[config.mk]
export PLATFORM = sky130hd
export DESIGN_NAME = ext_input_wait_sched_flat
export DESIGN_NICKNAME = d
export VERILOG_FILES = /design/src/rtl/ext_input_wait_sched_pkg.sv /design/src/rtl/ext_input_wait_sched_if.sv /design/src/rtl/ext_input_wait_slot.sv /design/src/rtl/ext_input_wait_sched.sv /design/src/flat_wrapper.sv
export SDC_FILE = /design/constraint.sdc
export NUM_CORES = 1
export LEC_CHECK = 0
export CORE_ASPECT_RATIO = 1.4
export CORE_MARGIN = 3
export CORE_UTILIZATION = 30
export CTS_CLUSTER_DIAMETER = 120
export DETAILED_ROUTE_END_ITERATION = 8
export GPL_TIMING_DRIVEN = 0
export SYNTH_ARGS = -nofsm -noshare
export SYNTH_HDL_FRONTEND = slang
export SYNTH_SLANG_ARGS = --single-unit
[constraint.sdc]
create_clock -name clk -period 19.68 [get_ports clk]
set_input_delay 3.936 -clock clk [delete_from_list [all_inputs] [get_ports clk]]
set_output_delay 3.936 -clock clk [all_outputs]
set_load 0.005 [all_outputs]
[src/rtl/ext_input_wait_sched_pkg.sv]
// Shared types for the external-input wait scheduler: slot state encoding and wait modes.
package ext_input_wait_pkg;

    typedef enum logic [1:0] {
        IDLE  = 2'd0,
        ARMED = 2'd1,
        HIT   = 2'd2
    } slot_state_e;

    localparam logic MODE_CHANGE = 1'b0;
    localparam logic MODE_EQUAL  = 1'b1;

endpackage

[src/rtl/ext_input_wait_sched_if.sv]
// Request/ack bus between waiting threads (master) and the wait scheduler (slave).
// ack_timeout is present only when EXT_INPUT_WAIT_TIMEOUT_EN is defined.
interface ext_input_wait_sched_if #(
    parameter int unsigned DATA_WIDTH = 32,
    parameter int unsigned N_WAITERS  = 4
);
    localparam int unsigned ID_W = (N_WAITERS > 1) ? $clog2(N_WAITERS) : 1;

    logic [N_WAITERS-1:0]            req_valid;
    logic [N_WAITERS-1:0]            req_mode;
    logic [N_WAITERS*DATA_WIDTH-1:0] req_target;
    logic [N_WAITERS-1:0]            req_ready;
    logic                            ack_valid;
    logic [ID_W-1:0]                 ack_id;
    logic [DATA_WIDTH-1:0]           ack_data;
`ifdef EXT_INPUT_WAIT_TIMEOUT_EN
    logic                            ack_timeout;
`endif

    modport master (
        output req_valid, req_mode, req_target,
        input  req_ready, ack_valid, ack_id, ack_data
`ifdef EXT_INPUT_WAIT_TIMEOUT_EN
        , input ack_timeout
`endif
    );

    modport slave (
        input  req_valid, req_mode, req_target,
        output req_ready, ack_valid, ack_id, ack_data
`ifdef EXT_INPUT_WAIT_TIMEOUT_EN
        , output ack_timeout
`endif
    );

endinterface

[src/rtl/ext_input_wait_slot.sv]
// One waiter slot: arms on request, watches the registered input, holds the hit until granted.
// Optional timeout counter under EXT_INPUT_WAIT_TIMEOUT_EN.
module ext_input_wait_slot
    import ext_input_wait_pkg::*;
#(
    parameter int unsigned DATA_WIDTH = 32
`ifdef EXT_INPUT_WAIT_TIMEOUT_EN
    , parameter int unsigned TIMEOUT_CYCLES = 1000
`endif
) (
    input  logic                  clk,
    input  logic                  rst,
    input  logic [DATA_WIDTH-1:0] i_q,
    input  logic                  req_valid,
    input  logic                  req_mode,
    input  logic [DATA_WIDTH-1:0] req_target,
    input  logic                  grant,
    output logic                  ready,
    output logic                  hit,
    output logic [DATA_WIDTH-1:0] hit_data
`ifdef EXT_INPUT_WAIT_TIMEOUT_EN
    , output logic                timeout
`endif
);

    slot_state_e           state_q, state_d;
    logic                  mode_q, mode_d;
    logic [DATA_WIDTH-1:0] target_q, target_d;
    logic [DATA_WIDTH-1:0] base_q, base_d;
    logic [DATA_WIDTH-1:0] hit_data_d;
    logic                  cond_c;

`ifdef EXT_INPUT_WAIT_TIMEOUT_EN
    localparam int unsigned CNT_W = (TIMEOUT_CYCLES > 2) ? $clog2(TIMEOUT_CYCLES) : 1;
    logic [CNT_W-1:0] cnt_q, cnt_d;
    logic             timeout_d;
`endif

    assign cond_c = (mode_q == MODE_EQUAL) ? (i_q == target_q) : (i_q != base_q);

    // Next-state and datapath updates
    always_comb begin
        state_d    = state_q;
        mode_d     = mode_q;
        target_d   = target_q;
        base_d     = base_q;
        hit_data_d = hit_data;
`ifdef EXT_INPUT_WAIT_TIMEOUT_EN
        cnt_d      = cnt_q;
        timeout_d  = timeout;
`endif
        unique case (state_q)
            IDLE: begin
                if (req_valid) begin
                    state_d  = ARMED;
                    mode_d   = req_mode;
                    target_d = req_target;
                    base_d   = i_q;
`ifdef EXT_INPUT_WAIT_TIMEOUT_EN
                    cnt_d     = '0;
                    timeout_d = 1'b0;
`endif
                end
            end
            ARMED: begin
                // A genuine hit takes priority over an expiring timeout
                if (cond_c) begin
                    state_d    = HIT;
                    hit_data_d = i_q;
`ifdef EXT_INPUT_WAIT_TIMEOUT_EN
                    timeout_d  = 1'b0;
                end else if (cnt_q == CNT_W'(TIMEOUT_CYCLES - 1)) begin
                    state_d    = HIT;
                    hit_data_d = i_q;
                    timeout_d  = 1'b1;
                end else begin
                    cnt_d = cnt_q + CNT_W'(1);
`endif
                end
            end
            HIT: begin
                if (grant) state_d = IDLE;
            end
            default: state_d = IDLE;
        endcase
    end

    always_ff @(posedge clk or posedge rst) begin
        if (rst) begin
            state_q  <= IDLE;
            mode_q   <= MODE_CHANGE;
            target_q <= '0;
            base_q   <= '0;
            hit_data <= '0;
            ready    <= 1'b1;
            hit      <= 1'b0;
`ifdef EXT_INPUT_WAIT_TIMEOUT_EN
            cnt_q    <= '0;
            timeout  <= 1'b0;
`endif
        end else begin
            state_q  <= state_d;
            mode_q   <= mode_d;
            target_q <= target_d;
            base_q   <= base_d;
            hit_data <= hit_data_d;
            ready    <= (state_d == IDLE);
            hit      <= (state_d == HIT);
`ifdef EXT_INPUT_WAIT_TIMEOUT_EN
            cnt_q    <= cnt_d;
            timeout  <= timeout_d;
`endif
        end
    end

endmodule

[src/rtl/ext_input_wait_sched.sv]
// Shares a registered external input among N waiter slots and returns completions
// one per cycle through a round-robin arbiter. Timeout support: EXT_INPUT_WAIT_TIMEOUT_EN.
module ext_input_wait_sched
    import ext_input_wait_pkg::*;
#(
    parameter int unsigned DATA_WIDTH     = 32,
    parameter int unsigned N_WAITERS      = 4,
    parameter int unsigned TIMEOUT_CYCLES = 1000
) (
    input  logic                   clk,
    input  logic                   rst,
    input  logic [DATA_WIDTH-1:0]  i,
    ext_input_wait_sched_if.slave  bus
);

    localparam int unsigned ID_W = (N_WAITERS > 1) ? $clog2(N_WAITERS) : 1;

    if (N_WAITERS < 2 || N_WAITERS > 8) begin : g_bad_n_waiters
        $error("N_WAITERS must be in 2..8");
    end
    if (TIMEOUT_CYCLES < 2) begin : g_bad_timeout
        $error("TIMEOUT_CYCLES must be at least 2");
    end

    logic [DATA_WIDTH-1:0] i_q;
    logic [N_WAITERS-1:0]  ready_vec;
    logic [N_WAITERS-1:0]  hit_vec;
    logic [N_WAITERS-1:0]  grant_c;
    logic [DATA_WIDTH-1:0] hit_data_arr [N_WAITERS];
    logic [ID_W-1:0]       rr_q;
    logic [ID_W-1:0]       winner_c;
    logic                  any_c;
`ifdef EXT_INPUT_WAIT_TIMEOUT_EN
    logic [N_WAITERS-1:0]  to_vec;
`endif

    for (genvar k = 0; k < N_WAITERS; k++) begin : g_slot
        ext_input_wait_slot #(
            .DATA_WIDTH     (DATA_WIDTH)
`ifdef EXT_INPUT_WAIT_TIMEOUT_EN
            , .TIMEOUT_CYCLES (TIMEOUT_CYCLES)
`endif
        ) u_slot (
            .clk        (clk),
            .rst        (rst),
            .i_q        (i_q),
            .req_valid  (bus.req_valid[k]),
            .req_mode   (bus.req_mode[k]),
            .req_target (bus.req_target[k*DATA_WIDTH +: DATA_WIDTH]),
            .grant      (grant_c[k]),
            .ready      (ready_vec[k]),
            .hit        (hit_vec[k]),
            .hit_data   (hit_data_arr[k])
`ifdef EXT_INPUT_WAIT_TIMEOUT_EN
            , .timeout  (to_vec[k])
`endif
        );
    end

    assign bus.req_ready = ready_vec;

    // Round-robin pick: first hit slot at or after rr, cyclically
    always_comb begin
        int unsigned idx;
        idx      = 0;
        winner_c = '0;
        any_c    = 1'b0;
        for (int unsigned j = 0; j < N_WAITERS; j++) begin
            idx = (32'(rr_q) + j) % N_WAITERS;
            if (!any_c && hit_vec[ID_W'(idx)]) begin
                any_c    = 1'b1;
                winner_c = ID_W'(idx);
            end
        end
    end

    assign grant_c = any_c ? (N_WAITERS'(1) << winner_c) : '0;

    always_ff @(posedge clk or posedge rst) begin
        if (rst) begin
            i_q           <= '0;
            rr_q          <= '0;
            bus.ack_valid <= 1'b0;
            bus.ack_id    <= '0;
            bus.ack_data  <= '0;
`ifdef EXT_INPUT_WAIT_TIMEOUT_EN
            bus.ack_timeout <= 1'b0;
`endif
        end else begin
            i_q           <= i;
            bus.ack_valid <= any_c;
            if (any_c) begin
                bus.ack_id   <= winner_c;
                bus.ack_data <= hit_data_arr[winner_c];
                rr_q         <= (winner_c == ID_W'(N_WAITERS - 1)) ? '0 : winner_c + ID_W'(1);
`ifdef EXT_INPUT_WAIT_TIMEOUT_EN
                bus.ack_timeout <= to_vec[winner_c];
`endif
            end
        end
    end

endmodule

[src/flat_wrapper.sv]
// flat-port wrapper written by rule: the top's interface ports become plain ports
module ext_input_wait_sched_flat import ext_input_wait_pkg::*;
#(
    parameter int unsigned DATA_WIDTH     = 32,
    parameter int unsigned N_WAITERS      = 4,
    parameter int unsigned TIMEOUT_CYCLES = 1000
)
  (clk, rst, i, bus_req_valid, bus_req_mode, bus_req_target, bus_req_ready, bus_ack_valid, bus_ack_id, bus_ack_data);
  ext_input_wait_sched_if #(.DATA_WIDTH(DATA_WIDTH), .N_WAITERS(N_WAITERS)) bus_i ();
  input  logic clk;
  input  logic rst;
  input  logic [DATA_WIDTH-1:0] i;
  input wire logic [$bits(bus_i.req_valid)-1:0] bus_req_valid;
  input wire logic [$bits(bus_i.req_mode)-1:0] bus_req_mode;
  input wire logic [$bits(bus_i.req_target)-1:0] bus_req_target;
  output wire logic [$bits(bus_i.req_ready)-1:0] bus_req_ready;
  output wire logic [$bits(bus_i.ack_valid)-1:0] bus_ack_valid;
  output wire logic [$bits(bus_i.ack_id)-1:0] bus_ack_id;
  output wire logic [$bits(bus_i.ack_data)-1:0] bus_ack_data;
  assign bus_i.req_valid = bus_req_valid;
  assign bus_i.req_mode = bus_req_mode;
  assign bus_i.req_target = bus_req_target;
  assign bus_req_ready = bus_i.req_ready;
  assign bus_ack_valid = bus_i.ack_valid;
  assign bus_ack_id = bus_i.ack_id;
  assign bus_ack_data = bus_i.ack_data;
  ext_input_wait_sched #(.DATA_WIDTH(DATA_WIDTH), .N_WAITERS(N_WAITERS), .TIMEOUT_CYCLES(TIMEOUT_CYCLES)) u_core (.clk(clk), .rst(rst), .i(i), .bus(bus_i));
endmodule
==> results of run 1 <==
## routing by layer
layer  wire [µm]  vias to the layer above  share of wire, %  GRT usage, %
li1            -                     6027                 -             -
met1       27190                     7150                40         22.08
met2       35790                      345                53         33.58
met3        2874                       81               4.3         2.672
met4        1557                        0               2.3         4.687
met5           0                        -                 0             0
## logic make-up (layout without fill, tap and decap cells)
group | after synthesis | in the layout | synth area share, %
compound gates | 110 | 110 | 3.555
buf+inv | 145 | 447 | 3.115
fa+ha+maj | 1 | 1 | 0.05944
simple gates | 188 | 188 | 4.501
xor+xnor | 245 | 245 | 10.20
flops | 473 | 473 | 56.27
mux | 417 | 417 | 22.31
## cells in the mapped netlist, drive strengths merged
cell,instances,area [µm²]
a2111oi,1,8.760
a21boi,1,7.510
a21o,6,45.04
a21oi,9,71.32
a221o,1,10.01
a222oi,1,10.01
a22o,1,8.760
a22oi,1,7.510
a311o,1,10.01
a31oi,33,206.5
a41o,5,50.05
buf,62,344.1
clkbuf,66,247.7
clkinv,2,7.510
dfrtp,469,11740
dfstp,4,105.1
ha,1,12.51
inv,15,56.30
mux2,416,4685
mux2i,1,10.01
nand2,86,322.8
nand2b,6,37.54
nand3,2,10.01
nand4,38,237.7
nand4b,1,8.760
nor2,9,33.78
nor2b,2,12.51
nor3,4,20.02
nor3b,4,30.03
nor4,32,200.2
nor4b,1,8.760
o2111ai,1,8.760
o21a,3,22.52
o21ai,7,35.03
o21bai,1,7.510
o22ai,37,231.5
o31ai,1,7.510
or3,1,6.260
or4,2,18.77
xnor2,138,1209
xor2,107,937.2
## layout make-up
type | instances | share of cell area [%]
Clock buffer | 71 | 5.538
Buffer | 128 | 2.262
Timing Repair Buffer | 212 | 8.379
Tap cell | 928 | 4.438
Multi-Input combinational cell | 961 | 32.67
Inverter | 17 | 0.2726
Sequential cell | 473 | 45.26
Clock inverter | 19 | 1.176
## critical path, stage by stage
cell	delay, ps
clkdlybuf4s50_1	570
nor3b_1	720
clkbuf_1	630
clkbuf_1	670
mux2_2	420
## per-stage QoR
stage / utilization, % / hold slack [ps] / TNS (ps)
floorplan: - / 452.2 / 0
global placement: 35.04 / 461.6 / -1355380
detailed placement: 35.21 / 468.1 / 0
CTS: 37.74 / 482.7 / 0
global route: 37.74 / 496.3 / 0
finish: 37.74 / 476.0 / 0
## state kept, by name, indices dropped and copies added (netlist names)
name                           flops
u_core.bus.ack_data               32
u_core.bus.ack_id                  2
u_core.bus.ack_valid               1
u_core.g_slot.u_slot.base_q      128
u_core.g_slot.u_slot.hit           4
u_core.g_slot.u_slot.hit_data    128
u_core.g_slot.u_slot.mode_q        4
u_core.g_slot.u_slot.ready         4
u_core.g_slot.u_slot.state_q       8
u_core.g_slot.u_slot.target_q    128
u_core.i_q                        32
u_core.rr_q                        2
## final timing paths
kind,startpoint,endpoint,slack (ps),cells past startpoint
hold / removal,u_core.bus.ack_id[1]$_DFFE_PP0P_,u_core.bus.ack_id[1]$_DFFE_PP0P_,480,2
min in group asynchronous,rst,u_core.g_slot[3].u_slot.hit_data[6]$_DFFE_PP0P_,3770,2
setup reg to reg,u_core.i_q[15]$_DFF_PP0_,u_core.g_slot[3].u_slot.hit_data[7]$_DFFE_PP0P_,15340,9
max in group asynchronous,rst,u_core.g_slot[3].u_slot.base_q[20]$_DFFE_PP0P_,14430,4
hold reg to reg,u_core.bus.ack_id[1]$_DFFE_PP0P_,u_core.bus.ack_id[1]$_DFFE_PP0P_,480,2
setup / recovery,bus_req_valid[0],u_core.g_slot[0].u_slot.base_q[21]$_DFFE_PP0P_,13200,5
## where the power goes
group / internal (mW) / total [mW] / switching [mW]
Combinational: 0.868 / 1.62 / 0.753
Clock: 0.615 / 1.01 / 0.399
Sequential: 1.45 / 1.76 / 0.309
==> impl_metrics.env, run 1 <==
export IMPL_worst_slack_ps=13200
export IMPL_total_power_mw=4.400
export IMPL_drive_gt1_share_pct=28.34
export IMPL_routedWlPerCell_um=24.00
export IMPL_syn_avg_cell_area_um2=13.33
export IMPL_antenna_found_initial=1
export IMPL_start_kind="input pin"
export IMPL_final_hold_viol_count=0
export IMPL_dpl_hpwl_mm=48.98
export IMPL_seq_area_um2=11840
export IMPL_syn_num_nets=1750
export IMPL_grt_overflow_total=0
export IMPL_place_gp_congestion=0.8374
export IMPL_dp_slack_ps=12640
export IMPL_cts_sinks=473
export IMPL_timing_fmax_mhz=154.3
export IMPL_p_per_area_nw_per_um2=168.2
export IMPL_finalNetCount=2013
export IMPL_dr_pass1_iters=4
export IMPL_min_period_over_period_pct=32.93
export IMPL_mostFrequentLayoutCells="469 x dfrtp_1, 384 x mux2_2, 208 x clkdlybuf4s50_1"
export IMPL_grt_pass1_wl_mm=98.64
export IMPL_required_ps=20140
export IMPL_synth_seq_cells=473
export IMPL_antenna_cells=0
export IMPL_design_area_um2=26160
export IMPL_core_um2=69320
export IMPL_peakVddDrop_mv=0.07577
export IMPL_power_leakage_nw=10.55
export IMPL_die_w_um=229.8
export IMPL_initial_core_util_pct=30.36
export IMPL_wirelength_mm=67.41
export IMPL_yosysWarnings=0
export IMPL_synth_area_um2=21050
export IMPL_die_y_um=319.4
export IMPL_dr_total_vias=13600
export IMPL_drv_cap=0
export IMPL_clockBufferDepth=3
export IMPL_vias_per_cell=4.843
export IMPL_num_rows=114
export IMPL_fin_crit_ps=6480
export IMPL_placed_cell_area_um2=24410
export IMPL_finClkSkew_ps=25.87
export IMPL_grt_max_degree=130
export IMPL_dieArea_um2=73410
export IMPL_root_buffer="clkbuf_16"
export IMPL_worst_pin_slew_ps=1120
export IMPL_h_tree_depth=2
export IMPL_multi_input_area_um2=8548
export IMPL_maxSlewViolCount=0
export IMPL_outcome="finished clean"
export IMPL_numCtsBuffers=49
export IMPL_io_buffer_count=208
export IMPL_area_delta_synth_final_pct=24.32
export IMPL_hold_class="flop to flop"
export IMPL_antenna_left=0
export IMPL_grt_pass1_vias=14630
export IMPL_dp_cells=2719
export IMPL_ys_seq_area_share_pct=56.27
export IMPL_crit_fanout=10
export IMPL_mostFrequentLayoutCell="dfrtp_1"
export IMPL_io_pins=209
export IMPL_drt_initial_drc_count=810
export IMPL_syn_inst=1579
export IMPL_drc=0
export IMPL_cp_arrival_ps=6940
export IMPL_relSlewSlack_pct=24.61
export IMPL_post_cts_buffers=0
export IMPL_insertion_delay_ps=600
export IMPL_final_fill_count=6725
export IMPL_crit_type="input pin to flop"
export IMPL_synth_cell_types=49
export IMPL_clk_pin_slew_ps=60
export IMPL_endpoint_kind="flop"
export IMPL_post_cts_resized=0
export IMPL_setup_viol=0
export IMPL_fin_cells=2809
export IMPL_holdBufCountCts=0
export IMPL_track_usage_pct=18.19
export IMPL_grt_setup_unrepaired="false"
export IMPL_tritoncts="yes"
Power figures use the tool's default switching activity.
==> run 2: changes to the inputs <==
==> constraint.sdc (replaced) <==
create_clock -name clk -period 6.68 [get_ports clk]
set_input_delay 1.336 -clock clk [delete_from_list [all_inputs] [get_ports clk]]
set_output_delay 1.336 -clock clk [all_outputs]
set_load 0.005 [all_outputs]
==> run 2 against run 1 <==
- register-to-register slack got worse by 13000 ps
- first-iteration DRC count is 3.0% lower
- clock skew increased by 2.1 ps
- worst hold slack better by 3.1 ps
- clock-buffer cell count is 6 lower
- cell count increased by 0.21%
- total power grew to 2.9 times the previous value
- sequential share of layout area hardly changed
- routed wire length is 0.32% lower
- sequential power grew to 2.9 times the previous value
==> impl_metrics.env, run 2 (same netlist as run 1, synthesis figures left out) <==
export IMPL_cpPeakStageDelay_ps=730
export IMPL_placed_cell_area_um2=24550
export IMPL_grt_overflow_total=0
export IMPL_dieArea_um2=73410
export IMPL_grt_max_degree=45
export IMPL_design_area_um2=26180
export IMPL_finClkSkew_ps=27.96
export IMPL_place_gp_congestion=0.8538
export IMPL_io_buffer_count=208
export IMPL_wirelength_mm=67.19
export IMPL_grt_setup_unrepaired="false"
export IMPL_drc=0
export IMPL_post_cts_resized=0
export IMPL_crit_type="flop to flop"
export IMPL_cts_sinks=473
export IMPL_mostFrequentLayoutCell="dfrtp_1"
export IMPL_insertion_delay_ps=600
export IMPL_drt_initial_drc_count=786
export IMPL_drive_gt1_share_pct=28.74
export IMPL_numCtsBuffers=47
export IMPL_grt_pass1_wl_mm=97.86
export IMPL_antenna_left=0
export IMPL_hold_slack_ps=479.1
export IMPL_cp_arrival_ps=4800
export IMPL_mostFrequentLayoutCells="469 x dfrtp_1, 384 x mux2_2, 208 x clkdlybuf4s50_1"
export IMPL_worst_slack_ps=2339
export IMPL_vias_per_cell=4.833
export IMPL_dp_slack_ps=2111
export IMPL_crit_buf_inv=3
export IMPL_required_ps=7140
export IMPL_endpoint_kind="flop"
export IMPL_crit_fanout=10
export IMPL_outcome="finished clean"
export IMPL_power_leakage_nw=10.57
export IMPL_routedWlPerCell_um=23.87
export IMPL_crit_family="buffers and inverters"
export IMPL_clockBufferDepth=3
export IMPL_reg_top3="u_core.g_slot.u_slot.base_q (128), u_core.g_slot.u_slot.hit_data (128), u_core.g_slot.u_slot.target_q (128)"
export IMPL_tritoncts="yes"
export IMPL_fin_crit_ps=4341
export IMPL_final_hold_viol_count=0
export IMPL_hold_class="flop to flop"
export IMPL_crit_chain="clkbuf_1 > buf_2 > xnor2_1 > nand4_1 > nor4_1 > a21oi_1 > o21ai_1 > buf_2 > mux2_2"
export IMPL_root_buffer="clkbuf_16"
export IMPL_worst_pin_slew_ps=1200
export IMPL_track_usage_pct=18.14
export IMPL_io_pins=209
export IMPL_peakVddDrop_mv=0.2020
export IMPL_timing_fmax_mhz=230.4
export IMPL_dr_total_vias=13600
export IMPL_relSlewSlack_pct=19.26
export IMPL_finalNetCount=2020
export IMPL_holdBufCountCts=0
export IMPL_start_kind="flop"
export IMPL_min_period_over_period_pct=64.99
export IMPL_seq_area_um2=11840
export IMPL_area_delta_synth_final_pct=24.38
export IMPL_h_tree_depth=2
export IMPL_die_w_um=229.8
export IMPL_crit_path_frequent_cell="buf_2"
export IMPL_dr_pass1_iters=5
export IMPL_initial_core_util_pct=30.36
export IMPL_die_y_um=319.4
export IMPL_num_rows=114
export IMPL_antenna_found_initial=1
export IMPL_final_fill_count=6728
export IMPL_clk_pin_slew_ps=60
export IMPL_core_um2=69320
export IMPL_setup_viol=0
export IMPL_postLayoutCoreUtil_pct=37.76
export IMPL_post_cts_buffers=0
export IMPL_total_power_mw=12.75
export IMPL_drv_cap=0
export IMPL_p_per_area_nw_per_um2=487.2
export IMPL_grt_pass1_vias=14540
export IMPL_multi_input_area_um2=8548
export IMPL_maxSlewViolCount=0
export IMPL_dpl_hpwl_mm=49.42
export IMPL_slowest_stage="clkbuf_1"
==> run 2: cell count changes in the layout (fill, tap and decap cells not counted), sizes merged <==
cell / before / now
bufinv: 8 / 4
buf: 66 / 75
inv: 17 / 15
clkinv: 9 / 17
diode: 0 / 1
clkbuf: 137 / 131
==> run 2: path summary, 6_finish.rpt <==
kind | cells past startpoint | end | startpoint | slack, ps
hold reg to reg | 1 | u_core.g_slot[0].u_slot.hit_data[9]$_DFFE_PP0P_ | u_core.g_slot[0].u_slot.hit_data[9]$_DFFE_PP0P_ | 480
hold / removal | 1 | u_core.g_slot[0].u_slot.hit_data[9]$_DFFE_PP0P_ | u_core.g_slot[0].u_slot.hit_data[9]$_DFFE_PP0P_ | 480
max in group asynchronous | 6 | u_core.i_q[14]$_DFF_PP0_ | rst | 4220
min in group asynchronous | 2 | u_core.g_slot[0].u_slot.hit_data[21]$_DFFE_PP0P_ | rst | 1120
setup reg to reg | 9 | u_core.g_slot[3].u_slot.hit_data[9]$_DFFE_PP0P_ | u_core.i_q[15]$_DFF_PP0_ | 2340
setup / recovery | 9 | u_core.g_slot[3].u_slot.hit_data[9]$_DFFE_PP0P_ | u_core.i_q[15]$_DFF_PP0_ | 2340
==> run 2: report_power, final <==
group          total [mW]  internal [mW]  leakage [nW]  switching [mW]
clock network        2.79           1.63         0.815            1.17
registers            5.18           4.29          5.57           0.896
logic                4.78           2.57          4.19            2.21
total                12.8           8.48          10.6            4.27
==> run 2: per-stage QoR <==
stage               std cells  TNS [ps]
CTS                      2814         0
detailed placement       2728         0
global route             2814         0
global placement         2715  -1900910
finish                   2815         0
floorplan                1579   -496930
==> run 2: cell type report <==
| class | count | share of cell area (%) |
|---|---|---|
| inverters | 17 | 0.2581 |
| clock inverters | 21 | 0.8221 |
| repair buffers | 221 | 8.948 |
| flip-flops and latches | 473 | 45.24 |
| multi-input cells | 961 | 32.66 |
| diodes | 1 | 0.009560 |
| plain buffers | 128 | 2.261 |
| well taps | 928 | 4.436 |
| clock buffers | 65 | 5.373 |
==> run 2: routing by layer <==
metal | track usage (%) | routed length, µm
met5 | 0 | 0
met4 | 5.380 | 2045
met3 | 3.351 | 3230
met2 | 32.70 | 34870
met1 | 21.97 | 27040
